<file path="src/rtl/riscv_pkg.sv">
// Shared RV32I control definitions: opcodes, controller state encoding,
// datapath select encodings and the controller output bundle.
package riscv_pkg;

    localparam int unsigned OPC_W = 7;

    localparam logic [OPC_W-1:0] RTYPE = 7'b0110011;
    localparam logic [OPC_W-1:0] ITYPE = 7'b0010011;
    localparam logic [OPC_W-1:0] LOAD  = 7'b0000011;
    localparam logic [OPC_W-1:0] STORE = 7'b0100011;
    localparam logic [OPC_W-1:0] BEQ   = 7'b1100011;

    typedef enum logic [3:0] {
        S_IDLE   = 4'd0,
        S_FETCH  = 4'd1,
        S_DECODE = 4'd2,
        S_EXEC_R = 4'd3,
        S_EXEC_I = 4'd4,
        S_ADDR   = 4'd5,
        S_MEM_RD = 4'd6,
        S_MEM_WR = 4'd7,
        S_WB_ALU = 4'd8,
        S_WB_MEM = 4'd9,
        S_BRANCH = 4'd10,
        S_TRAP   = 4'd11
    } ctrl_state_t;

    typedef enum logic [1:0] {
        ASRC_PC    = 2'b00,
        ASRC_OLDPC = 2'b01,
        ASRC_RS1   = 2'b10
    } alu_src_a_t;

    typedef enum logic [1:0] {
        BSRC_RS2  = 2'b00,
        BSRC_IMM  = 2'b01,
        BSRC_FOUR = 2'b10
    } alu_src_b_t;

    typedef enum logic [1:0] {
        ALUOP_ADD   = 2'b00,
        ALUOP_SUB   = 2'b01,
        ALUOP_FUNCT = 2'b10
    } alu_op_t;

    // One cycle's worth of datapath control.
    typedef struct packed {
        logic       imem_req;
        logic       dmem_req;
        logic       pc_wr;
        logic       ir_wr;
        logic       reg_wr;
        logic       mem_wr;
        logic       mem_read;
        logic       mem_to_reg;
        logic       pc_src;
        alu_src_a_t alu_src_a;
        alu_src_b_t alu_src_b;
        alu_op_t    alu_op;
        logic       instr_retired;
        logic       trap;
    } ctrl_out_t;

    localparam ctrl_out_t CTRL_NONE = ctrl_out_t'('0);

    // Wait counter needs at least 4 bits and must be able to hold the limit.
    function automatic int unsigned timer_width(input int unsigned limit);
        if (limit < 32'd16) begin
            return 4;
        end
        return $clog2(limit + 32'd1);
    endfunction

endpackage

</file>
<file path="src/rtl/mem_wait_timer.sv">
// Saturating wait-cycle counter for memory handshakes; flags when the
// number of unanswered request cycles has reached the configured limit.
module mem_wait_timer
    import riscv_pkg::*;
#(
    parameter int unsigned MEM_TIMEOUT = 15
) (
    input  logic clk,
    input  logic rst,
    input  logic count_en,
    input  logic clear,
    output logic expired
);

    localparam int unsigned CNT_W = timer_width(MEM_TIMEOUT);
    localparam logic [CNT_W-1:0] LIMIT = CNT_W'(MEM_TIMEOUT);
    localparam logic [CNT_W-1:0] CNT_MAX = {CNT_W{1'b1}};
    localparam logic TIMEOUT_EN = (MEM_TIMEOUT != 0);

    logic [CNT_W-1:0] count_q;
    logic [CNT_W-1:0] count_d;

    always_comb begin
        count_d = count_q;
        if (clear) begin
            count_d = '0;
        end else if (count_en && (count_q != CNT_MAX)) begin
            count_d = count_q + CNT_W'(1);
        end
    end

    always_ff @(posedge clk) begin
        if (rst) begin
            count_q <= '0;
        end else begin
            count_q <= count_d;
        end
    end

    assign expired = TIMEOUT_EN && (count_q >= LIMIT);

endmodule

</file>
<file path="src/rtl/multicycle_control.sv">
// Multi-cycle RV32I sequencer: walks each instruction through fetch, decode,
// execute, memory and writeback, handshaking with instruction/data memory.
module multicycle_control
    import riscv_pkg::*;
#(
    parameter int unsigned MEM_TIMEOUT = 15
) (
    input  logic       clk,
    input  logic       rst,
    input  logic [6:0] opcode,
    input  logic [2:0] funct3,
    input  logic       alu_zero,
    input  logic       imem_ready,
    input  logic       dmem_ready,
    output logic       imem_req,
    output logic       dmem_req,
    output logic       PCWr,
    output logic       IRWr,
    output logic       RegWr,
    output logic       MemWr,
    output logic       MemRead,
    output logic       MemtoReg,
    output logic       PCSrc,
    output logic [1:0] ALUSrcA,
    output logic [1:0] ALUSrcB,
    output logic [1:0] ALUOp,
    output logic       instr_retired,
    output logic       trap
);

    ctrl_state_t state_q;
    ctrl_state_t state_d;
    ctrl_out_t   ctrl_c;
    logic        wait_c;
    logic        expired_c;
    logic        clear_c;
    logic        unused_funct3;

    always_ff @(posedge clk) begin
        if (rst) begin
            state_q <= S_IDLE;
        end else begin
            state_q <= state_d;
        end
    end

    // Next state plus Moore outputs; ready only qualifies completion strobes.
    always_comb begin
        state_d = state_q;
        ctrl_c  = CTRL_NONE;
        wait_c  = 1'b0;

        case (state_q)
            S_IDLE: begin
                state_d = S_FETCH;
            end

            S_FETCH: begin
                ctrl_c.imem_req  = 1'b1;
                ctrl_c.alu_src_a = ASRC_PC;
                ctrl_c.alu_src_b = BSRC_FOUR;
                ctrl_c.alu_op    = ALUOP_ADD;
                ctrl_c.pc_src    = 1'b0;
                if (imem_ready) begin
                    ctrl_c.ir_wr = 1'b1;
                    ctrl_c.pc_wr = 1'b1;
                    state_d      = S_DECODE;
                end else begin
                    wait_c = 1'b1;
                    if (expired_c) begin
                        state_d = S_TRAP;
                    end
                end
            end

            S_DECODE: begin
                ctrl_c.alu_src_a = ASRC_OLDPC;
                ctrl_c.alu_src_b = BSRC_IMM;
                ctrl_c.alu_op    = ALUOP_ADD;
                case (opcode)
                    RTYPE:       state_d = S_EXEC_R;
                    ITYPE:       state_d = S_EXEC_I;
                    LOAD, STORE: state_d = S_ADDR;
                    BEQ:         state_d = S_BRANCH;
                    default:     state_d = S_TRAP;
                endcase
            end

            S_EXEC_R: begin
                ctrl_c.alu_src_a = ASRC_RS1;
                ctrl_c.alu_src_b = BSRC_RS2;
                ctrl_c.alu_op    = ALUOP_FUNCT;
                state_d          = S_WB_ALU;
            end

            S_EXEC_I: begin
                ctrl_c.alu_src_a = ASRC_RS1;
                ctrl_c.alu_src_b = BSRC_IMM;
                ctrl_c.alu_op    = ALUOP_FUNCT;
                state_d          = S_WB_ALU;
            end

            S_ADDR: begin
                ctrl_c.alu_src_a = ASRC_RS1;
                ctrl_c.alu_src_b = BSRC_IMM;
                ctrl_c.alu_op    = ALUOP_ADD;
                state_d          = (opcode == LOAD) ? S_MEM_RD : S_MEM_WR;
            end

            S_MEM_RD: begin
                ctrl_c.dmem_req = 1'b1;
                ctrl_c.mem_read = 1'b1;
                if (dmem_ready) begin
                    state_d = S_WB_MEM;
                end else begin
                    wait_c = 1'b1;
                    if (expired_c) begin
                        state_d = S_TRAP;
                    end
                end
            end

            S_MEM_WR: begin
                ctrl_c.dmem_req = 1'b1;
                ctrl_c.mem_wr   = 1'b1;
                if (dmem_ready) begin
                    ctrl_c.instr_retired = 1'b1;
                    state_d              = S_FETCH;
                end else begin
                    wait_c = 1'b1;
                    if (expired_c) begin
                        state_d = S_TRAP;
                    end
                end
            end

            S_WB_ALU: begin
                ctrl_c.reg_wr        = 1'b1;
                ctrl_c.mem_to_reg    = 1'b0;
                ctrl_c.instr_retired = 1'b1;
                state_d              = S_FETCH;
            end

            S_WB_MEM: begin
                ctrl_c.reg_wr        = 1'b1;
                ctrl_c.mem_to_reg    = 1'b1;
                ctrl_c.instr_retired = 1'b1;
                state_d              = S_FETCH;
            end

            // funct3[0] turns BEQ into BNE by inverting the zero test.
            S_BRANCH: begin
                ctrl_c.alu_src_a     = ASRC_RS1;
                ctrl_c.alu_src_b     = BSRC_RS2;
                ctrl_c.alu_op        = ALUOP_SUB;
                ctrl_c.pc_src        = 1'b1;
                ctrl_c.pc_wr         = alu_zero ^ funct3[0];
                ctrl_c.instr_retired = 1'b1;
                state_d              = S_FETCH;
            end

            S_TRAP: begin
                ctrl_c.trap = 1'b1;
            end

            default: begin
                state_d = S_TRAP;
            end
        endcase
    end

    assign clear_c = (state_d != state_q);

    mem_wait_timer #(
        .MEM_TIMEOUT(MEM_TIMEOUT)
    ) u_mem_wait_timer (
        .clk     (clk),
        .rst     (rst),
        .count_en(wait_c),
        .clear   (clear_c),
        .expired (expired_c)
    );

    assign imem_req      = ctrl_c.imem_req;
    assign dmem_req      = ctrl_c.dmem_req;
    assign PCWr          = ctrl_c.pc_wr;
    assign IRWr          = ctrl_c.ir_wr;
    assign RegWr         = ctrl_c.reg_wr;
    assign MemWr         = ctrl_c.mem_wr;
    assign MemRead       = ctrl_c.mem_read;
    assign MemtoReg      = ctrl_c.mem_to_reg;
    assign PCSrc         = ctrl_c.pc_src;
    assign ALUSrcA       = ctrl_c.alu_src_a;
    assign ALUSrcB       = ctrl_c.alu_src_b;
    assign ALUOp         = ctrl_c.alu_op;
    assign instr_retired = ctrl_c.instr_retired;
    assign trap          = ctrl_c.trap;

    // Only the BEQ/BNE bit of funct3 matters to the sequencer.
    assign unused_funct3 = ^funct3[2:1];

endmodule

</file>
<file path="config.mk">
export PLATFORM = sky130hd
export DESIGN_NAME = multicycle_control
export DESIGN_NICKNAME = d
export VERILOG_FILES = /design/src/rtl/riscv_pkg.sv /design/src/rtl/mem_wait_timer.sv /design/src/rtl/multicycle_control.sv
export SDC_FILE = /design/constraint.sdc
export NUM_CORES = 1
export LEC_CHECK = 0
export ABC_AREA = 1
export BUFFER_PORTS_ARGS = -buffer_cell sky130_fd_sc_hd__buf_2
export CORE_MARGIN = 5
export CORE_UTILIZATION = 30
export DETAILED_ROUTE_END_ITERATION = 8
export GPL_TIMING_DRIVEN = 1
export PLACE_DENSITY_LB_ADDON = 0.3
export SYNTH_ARGS = -nofsm -noshare
export SYNTH_HDL_FRONTEND = slang
export SYNTH_SLANG_ARGS = --single-unit
export TNS_END_PERCENT = 50
</file>
<file path="constraint.sdc">
create_clock -name clk -period 2 [get_ports clk]
set_input_delay 0 -clock clk [delete_from_list [all_inputs] [get_ports clk]]
set_output_delay 0 -clock clk [all_outputs]
set_load 0.01 [all_outputs]
</file>
---- Yosys cells after proc, flatten, opt, wreduce, memory -nomap -nowiden ----
Index checks and enable logic that the tools add are counted.
cells by class
  multiplexer cells ....................... 24
  bitwise logic cells ..................... 1
  eq/ne operators ......................... 18
  add/subtract/negate cells ............... 1
  magnitude comparators ................... 1
  reduce and logical (&&, ||, !) cells .... 9
operators by type and width
  cell                                                                    count
  6-bit one-hot mux with 6 select lines                                   1
  4-bit one-hot mux with 8 select lines                                   1
  4-bit by 3-bit equality test with 1-bit output (second input constant)  4
  4-bit equality test (second input constant)                             4
  4-bit two-way mux                                                       4
  4-bit one-hot mux with 4 select lines                                   1
  7-bit by 6-bit equality test with 1-bit output (second input constant)  2
  1-bit two-way mux                                                       13
  2-bit OR reduction                                                      5
  4-bit by 2-bit equality test with 1-bit output (second input constant)  2
  7-bit by 2-bit equality test with 1-bit output (second input constant)  1
  7-bit by 5-bit equality test with 1-bit output (second input constant)  1
  7-bit equality test (second input constant)                             1
  1-bit one-hot mux with 2 select lines                                   3
  4-bit by 1-bit adder with 4-bit output (second input constant)          1
  4-bit by 1-bit equality test with 1-bit output (second input constant)  1
  4-bit greater-or-equal comparator (second input constant)               1
  4-bit zero test                                                         1
  4-bit != test                                                           1
  4-bit != test (second input constant)                                   1
  4-bit OR reduction                                                      1
  3-bit OR reduction                                                      1
  2-bit two-way mux                                                       1
  1-bit logical AND                                                       1
  1-bit XOR                                                               1
storage, ports and cells
  output and inout bits ................... 17
  word-level logic and storage cells ...... 56
  register bits ........................... 8

---- Longest topological paths before layout ----
Gate-level depths: netlist of run 1.
  depth after elaboration ................. 6
  mapped depth ............................ 13
  mapped depth without buffers ............ 13

---- Hierarchy ----
A second synthesis of run 1 with hierarchy kept.
unflattened totals
  cells, all modules ...................... 150
  area total of the unflattened synthesis .. 815.8 µm²
by module, submodules not included
  module              sequential area each (µm²)  cells each  area an instance (µm²)  instances
  multicycle_control  80.1                        120         610.6                   1
  mem_wait_timer      80.1                        30          205.2                   1

---- Worst setup path after synthesis of run 1 ----
Ideal clock, no wire load.
  path type ............................... register to register
  from .................................... register u_mem_wait_timer.count_q[0]
  to ...................................... register u_mem_wait_timer.count_q[0]
  buffers on the path ..................... 0
  arrival ................................. 1,399 ps
  stages on the path, launching flop included .. 13
  period minus slack after synthesis ...... 1,463 ps
  setup slack ............................. 537 ps
  cells stage by stage .................... dfxtp_1 > ha_1 > nand3_1 > nand2_1 > inv_1 > nor2_1 > nor2_1 > nand3_1 > nand2_1 > nand2_1 > nor2_1 > nand2_1 > nor2_1
on the way
  cells in the longest elaborated chain, start to end .. 6
  elaborated cells on any way between the ends .. 11
  those cells by class .................... 1 x add/sub; 1 x order compare; 2 x eq/ne; 5 x mux; 2 x reduce/logical
RTL lines
  what                                         RTL line                                                                        text
  start: declaration                           mem_wait_timer.sv:20                                                            logic [CNT_W-1:0] count_q;
  start signal: assignment                     mem_wait_timer.sv:36                                                            count_q <= count_d;
  4-bit greater-or-equal comparator            mem_wait_timer.sv:40                                                            assign expired = TIMEOUT_EN && (count_q >= LIMIT);
  4-bit two-way mux                            multicycle_control.sv:70, multicycle_control.sv:117, multicycle_control.sv:131
  4-bit two-way mux, on equally long branches  multicycle_control.sv:126, multicycle_control.sv:64, multicycle_control.sv:113
  4-bit one-hot mux with 8 select lines        multicycle_control.sv:53                                                        case (state_q)
  4-bit != test                                multicycle_control.sv:172                                                       assign clear_c = (state_d != state_q);
  2-bit OR reduction (no source line)          -
Several ways; a longest one is shown, not always the timed one.
A chain may end at the register's enable or synchronous reset.

---- Worst setup path after layout of run 1 ----
  from .................................... register state_q[1]
  to ...................................... register u_mem_wait_timer.count_q[3]
on the way
  cells in the longest elaborated chain, start to end .. 5
  elaborated cells on any way between the ends .. 24
  those cells by class .................... 12 x eq/ne; 6 x mux; 6 x reduce/logical
RTL lines
  what                                                               RTL line                   text
  start: declaration                                                 multicycle_control.sv:31   ctrl_state_t state_q;
  start signal: assignment                                           multicycle_control.sv:43   state_q <= state_d;
  4-bit equality test, or another cell as far along                  multicycle_control.sv:53
  4-bit OR reduction (no source line), or another cell as far along  -
  4-bit one-hot mux with 8 select lines                              multicycle_control.sv:53
  4-bit != test                                                      multicycle_control.sv:172
  2-bit OR reduction (no source line)                                -
Several ways; a longest one is shown, not always the timed one.

==> results of run 1 <==
[power by group through the flow]
stage	combinational [mW]	sequential, mW	clock, mW
floorplan	0.218	0.187	0
global route	0.338	0.199	0.140
finish	0.295	0.196	0.118
detailed placement	0.294	0.199	0
CTS	0.297	0.196	0.128
global placement	0.291	0.199	0
[per-layer routing]
metal / vias to the layer above / part of all wire [%] / track usage, %
met2: 34 / 46 / 20.7
li1: 512 / - / -
met1: 387 / 44 / 15.9
met3: 0 / 10 / 3.77
met5: - / 0 / 0
met4: 0 / 0 / 2.79
[how the worst max path moves through the flow]
stage	startpoint	end	slack [ns]	cells after the start
global route	state_q[1]	u_mem_wait_timer.count_q[3]	0.006	10
CTS	state_q[1]	u_mem_wait_timer.count_q[3]	0.26	8
floorplan	u_mem_wait_timer.count_q[0]	u_mem_wait_timer.count_q[0]	0.54	12
global placement	state_q[1]	u_mem_wait_timer.count_q[0]	0.31	8
finish	state_q[1]	u_mem_wait_timer.count_q[3]	0.31	8
detailed placement	state_q[1]	u_mem_wait_timer.count_q[1]	0.28	8
[final cells by class]
cell class / instances / area share (%)
clock buffers: 3 / 2.26
inverters: 28 / 10.5
multi-input cells: 107 / 51.1
flip-flops and latches: 8 / 16.0
well taps: 30 / 3.76
repair buffers: 31 / 16.3
[logic make-up (layout without fill, tap and decap cells)]
logic type | Yosys count | after routing
adders and majority gates | 1 | 1
and+or+nand+nor | 93 | 93
muxes | 1 | 1
xor gates and xnor gates | 4 | 4
DFF | 8 | 8
AOI/OAI and AO/OA | 8 | 8
buffers and inverters | 29 | 62
[repair_timing]
action / in CTS / in global routing
hold buffers: 1 / 0
hold endpoints to repair: 3 / 0
setup endpoints to repair: 0 / 0
[state kept, by name, indices dropped and copies added, names as in the netlist]
name	count
u_mem_wait_timer.count_q	4
state_q	4
[placed cells by master (no fill, tap or decap)]
| cell | instances |
|---|---|
| a21oi_1 | 2 |
| a31o_2 | 1 |
| a31oi_1 | 1 |
| buf_2 | 29 |
| buf_4 | 1 |
| clkbuf_4 | 3 |
| dfxtp_1 | 8 |
| dlygate4sd3_1 | 1 |
| ha_1 | 1 |
| inv_1 | 27 |
| inv_2 | 1 |
| mux2_2 | 1 |
| nand2_1 | 40 |
| nand2_2 | 3 |
| nand2_4 | 1 |
| nand3_1 | 13 |
| nand4_1 | 4 |
| nor2_1 | 27 |
| nor2_2 | 3 |
| nor3_1 | 2 |
| o2111ai_1 | 1 |
| o21ai_0 | 2 |
| o21bai_1 | 1 |
| xnor2_1 | 2 |
| xor2_1 | 2 |
[worst register-to-register path: stages, from the launching register on]
cell,delay (ns)
dfxtp_1,0.55
nand2_2,0.17
nor2_2,0.24
nand4_1,0.19
nand4_1,0.11
nand3_1,0.07
nor2_1,0.09
nand2_1,0.11
nor2_1,0.10
[metrics by stage]
stage / area (um^2) / hold slack [ns] / utilization (%)
floorplan: 783 / 0.0691 / -
global placement: 966 / 0.236 / 39.0
detailed placement: 966 / 0.234 / 39.0
CTS: 998 / 0.232 / 40.3
global route: 998 / 0.264 / 40.3
finish: 998 / 0.241 / 40.3
==> impl_metrics.ini, run 1 <==
[min_path]
hold_end = state_q[2]
holdPathStages = 5
holdCritPathClass = input pin to flip-flop
hp-start = opcode[2]

[route]
drc = 0
viasPerCell = 4.51
wl_um = 2060
drtAntennaViolNets = 0
drtIter0Drc = 50
num_vias = 933
avgRoutedWirePerCell_um = 9.95
first_pass_iters = 4

[pwr]
p_clk_share_pct = 19.3
combPwrFrac_pct = 48.5
power_frac_seq_pct = 32.2
switching_power_mw = 0.258
p_leak_nw = 0.616
p_per_area_nw_per_um2 = 609
internal_power_mw = 0.350
ir_drop_uv = 382
switching_share_pct = 42.4
finalPower_mw = 0.608

[timing]
rsz0062_at_grt = no
worst_pin_slew_ns = 0.382
fmax_ghz = 0.592
setup_tns_ns = 0
finalSetupViolations = 0
hold_viol = 0
slew_headroom_pct = 74.5
skew_ns = 0.00145
layout_min_cycle_time_ns = 1.69
slew_violations = 0
fin_ws_ns = 0.310
min_period_over_period_pct = 84.5

[synth]
synth_top_area_share_pct = 20.4
synth_area_um2 = 783
syn_avg_cell_area_um2 = 5.44
synth_cells = 144
synthTopCellsByCount = nand2_1 (40), inv_1 (27), nor2_1 (27), nand3_1 (13), dfxtp_1 (8)
yosys.area.top_type = dfxtp_1
synth_ff_type = dfxtp_1
synth_fp_nets = 160
synth.distinct_cells = 22
ys_seq_area_share_pct = 20.4
synth-simple-area-share_pct = 51.1
yosys.area_share.adder_pct = 1.60
synthArstFlopShare_pct = 0
yosysMostFrequentCell = nand2_1
synth_seq_cells = 8
synth_top_family_by_area = simple AND/OR/NAND/NOR gates
yosys_warnings = 0
synthMuxAreaShare_pct = 1.44
synth_edf_count = 0
synth_compound_area_share_pct = 6.55
synth_xor_area_share_pct = 4.47
ys_top_cells_by_area = dfxtp_1 (20%), nand2_1 (19%), inv_1 (13%)

[worst_setup_path]
cp_max_fo = 11
critPathKind = flip-flop to flip-flop
cp-end-kind = flip-flop
cp_slowest_cell = dfxtp_1
crit_family = simple AND/OR/NAND/NOR gates
r2r-end = u_mem_wait_timer.count_q[3]
worstSetupStartpointType = flip-flop
critPathMaxStageDelay_ns = 0.55
r2r-start = state_q[1]
cp.required_ns = 2.19
critical_path_buf_inv_count = 0
r2r_cells = 8
cp_cell_sequence = nand2_2 > nor2_2 > nand4_1 > nand4_1 > nand3_1 > nor2_1 > nand2_1 > nor2_1
r2r_slack_ns = 0.31
cp_data_arrival_time_ns = 1.88

[clock_network]
clk_latency_ns = 0.25
clk_path_buf_depth = 2
worst_setup_hold_path_clk_slew_ns = 0.05
cts_made_buffers = 3
h-tree-depth = 1
cts_num_sinks = 8
tritoncts = built
cts_resized = 0
postCtsSetupBuffers = 0
cts_root_buf = clkbuf_4

[grt]
grt_pass1_vias = 817
grt_max_degree = 12
grt_overflow_total = 0
grt_pass1_wl_um = 3530
grt_use_total_pct = 12.5
antenna_found_initial = 0

[cells_and_area]
drive_gt1_share_pct = 24.3
antenna_cells = 0
nets = 195
regArea_um2 = 160
multi_input_comb_area_um2 = 510
syn_to_final_growth_pct = 27.5
fill_cells = 289
final_cell_count_no_fill = 207

[flow_run]
maxCapViolations = 0

[placed_design]
dpl.cell_count = 203
hpwlAfterDp_um = 1690
place_ws_ns = 0.278
portBuffers = 29
gp_congestion = 0.883

[die]
die_h_um = 61.1
rows = 18
fp.dieArea_um2 = 3730
ios = 32
dieWidth_um = 61.1
core_um2 = 2480
start_util_pct = 31.6

[status]
status = finished, final reports clean
(Power assumes the default switching activity.)
==> inputs of run 2 (changes only) <==
clock period = 1.65 ns   (was 2 ns; I/O delays follow)
==> run 2 against run 1 <==
  * Clock-buffer cell count stayed put
  * Clock power is 35% higher
  * Worst setup slack worse by 0.17 ns
  * Final area is 7.9% higher
  * Power is 30% higher
  * Register-to-register slack worse by 0.17 ns
  * Critical path type unchanged
==> impl_metrics.ini, run 2 (same netlist as run 1, synthesis figures left out) <==
[route]
viasPerCell = 4.63
num_vias = 986
drc = 0
first_pass_iters = 4
drtAntennaViolNets = 0
wl_um = 2140
avgRoutedWirePerCell_um = 10.0
drtIter0Drc = 42

[cells_and_area]
fill_cells = 270
final_util_pct = 43.5
top_regs = state_q: 4 flops, u_mem_wait_timer.count_q: 4 flops
final_common_cell = nand2_1
drive_gt1_share_pct = 32.2
final_cell_area_um2 = 1080
nets = 201
antenna_cells = 0
final_cell_mix = nand2_1 (39), buf_2 (29), inv_1 (27), nor2_1 (24), nand3_1 (11)
syn_to_final_growth_pct = 37.5
multi_input_comb_area_um2 = 538
final_cell_count_no_fill = 213
regArea_um2 = 166

[placed_design]
portBuffers = 29
dpl.cell_count = 209
place_area_um2 = 1010
hpwlAfterDp_um = 1790
place_ws_ns = 0.0800
gp_congestion = 0.897

[timing]
fin_ws_ns = 0.143
finalSetupViolations = 0
skew_ns = 0.0102
worst_pin_slew_ns = 0.217
layout_min_cycle_time_ns = 1.51
rsz0062_at_grt = no
fmax_ghz = 0.664
slew_headroom_pct = 85.4
min_period_over_period_pct = 91.3
setup_tns_ns = 0
hold_viol = 0
holdWs_ns = 0.206
slew_violations = 0

[grt]
grt_overflow_total = 0
grt_use_total_pct = 11.9
grt_max_degree = 9
grt_pass1_wl_um = 3380
antenna_found_initial = 0
grt_pass1_vias = 872

[worst_setup_path]
cp_data_arrival_time_ns = 1.66
cp_cell_sequence = inv_2 > nand2_2 > buf_4 > o21ai_0 > nand2_1 > nand3_1 > nand2_1 > nand2_1 > nor2_2 > nand2_2 > nor2_1
cp-end-kind = flip-flop
cpMostUsedCell = nand2_1
cp_max_fo = 6
critPathKind = flip-flop to flip-flop
cp_slowest_cell = dfxtp_1
worstSetupStartpointType = flip-flop
cp.required_ns = 1.80
critPathMaxStageDelay_ns = 0.32

[die]
start_util_pct = 31.6
core_um2 = 2480
rows = 18
ios = 32
dieWidth_um = 61.1
die_h_um = 61.1
fp.dieArea_um2 = 3730

[pwr]
power_frac_seq_pct = 29.6
ir_drop_uv = 420
p_per_area_nw_per_um2 = 733
combPwrFrac_pct = 50.3
switching_share_pct = 43.7
p_clk_share_pct = 20.1
internal_power_mw = 0.444
p_leak_nw = 0.645
switching_power_mw = 0.345
finalPower_mw = 0.789

[clock_network]
cts_num_sinks = 8
cts_made_buffers = 3
worst_setup_hold_path_clk_slew_ns = 0.06
h-tree-depth = 1
postCtsSetupBuffers = 0
clk_latency_ns = 0.26
clk_path_buf_depth = 2
tritoncts = built
cts_root_buf = clkbuf_4

[min_path]
holdCritPathClass = input pin to flip-flop

[flow_run]
maxCapViolations = 0

[status]
status = finished, final reports clean
-- run 2: cell count changes in the layout (fill, tap and decap cells not counted), sizes merged --
cell	before	now
buf	30	36
-- run 2: routing by layer --
metal | vias to the layer above | global-route usage (%) | part of all wire, % | routed length (um)
li1 | 522 | - | - | -
met1 | 427 | 14.3 | 42 | 898
met2 | 33 | 20.5 | 46 | 989
met3 | 4 | 1.89 | 10 | 220
met4 | 0 | 5.57 | 1.4 | 29
met5 | - | 0 | 0 | 0
-- run 2: final cells by class --
class / instances / share of cell area, %
Inverter: 28 / 9.76
Sequential cell: 8 / 15.4
Timing Repair Buffer: 37 / 19.3
Multi-Input combinational cell: 107 / 49.9
Clock buffer: 3 / 2.09
Tap cell: 30 / 3.48
-- run 2: worst max-delay path: cells and delay by family, from the launching register on --
family                 cells  cell delay [ns]
DFF                        1             0.32
and+or+nand+nor            8             0.59
AOI/OAI and AO/OA          1             0.19
buffers and inverters      2             0.28
-- run 2: worst paths after layout --
check	from	end	slack, ns	cells after the start
worst max-delay path	state_q[0]	u_mem_wait_timer.count_q[0]	0.14	11
worst min-delay path	opcode[2]	state_q[2]	0.21	5
worst max register to register	state_q[0]	u_mem_wait_timer.count_q[0]	0.14	11
worst min register to register	u_mem_wait_timer.count_q[3]	u_mem_wait_timer.count_q[3]	0.56	3
-- run 2: power groups by stage --
stage               Clock [mW]  Combinational, mW  Sequential (mW)
floorplan                    0              0.264            0.227
global placement             0              0.371            0.237
detailed placement           0              0.374            0.237
CTS                      0.164              0.378            0.233
global route             0.172              0.444            0.237
finish                   0.159              0.397            0.234
-- run 2: what timing repair did --
action	in CTS	in global routing
hold buffers	1	0
endpoints found under the hold margin	3	0
resized for setup	0	12
endpoints found under the setup margin	0	7
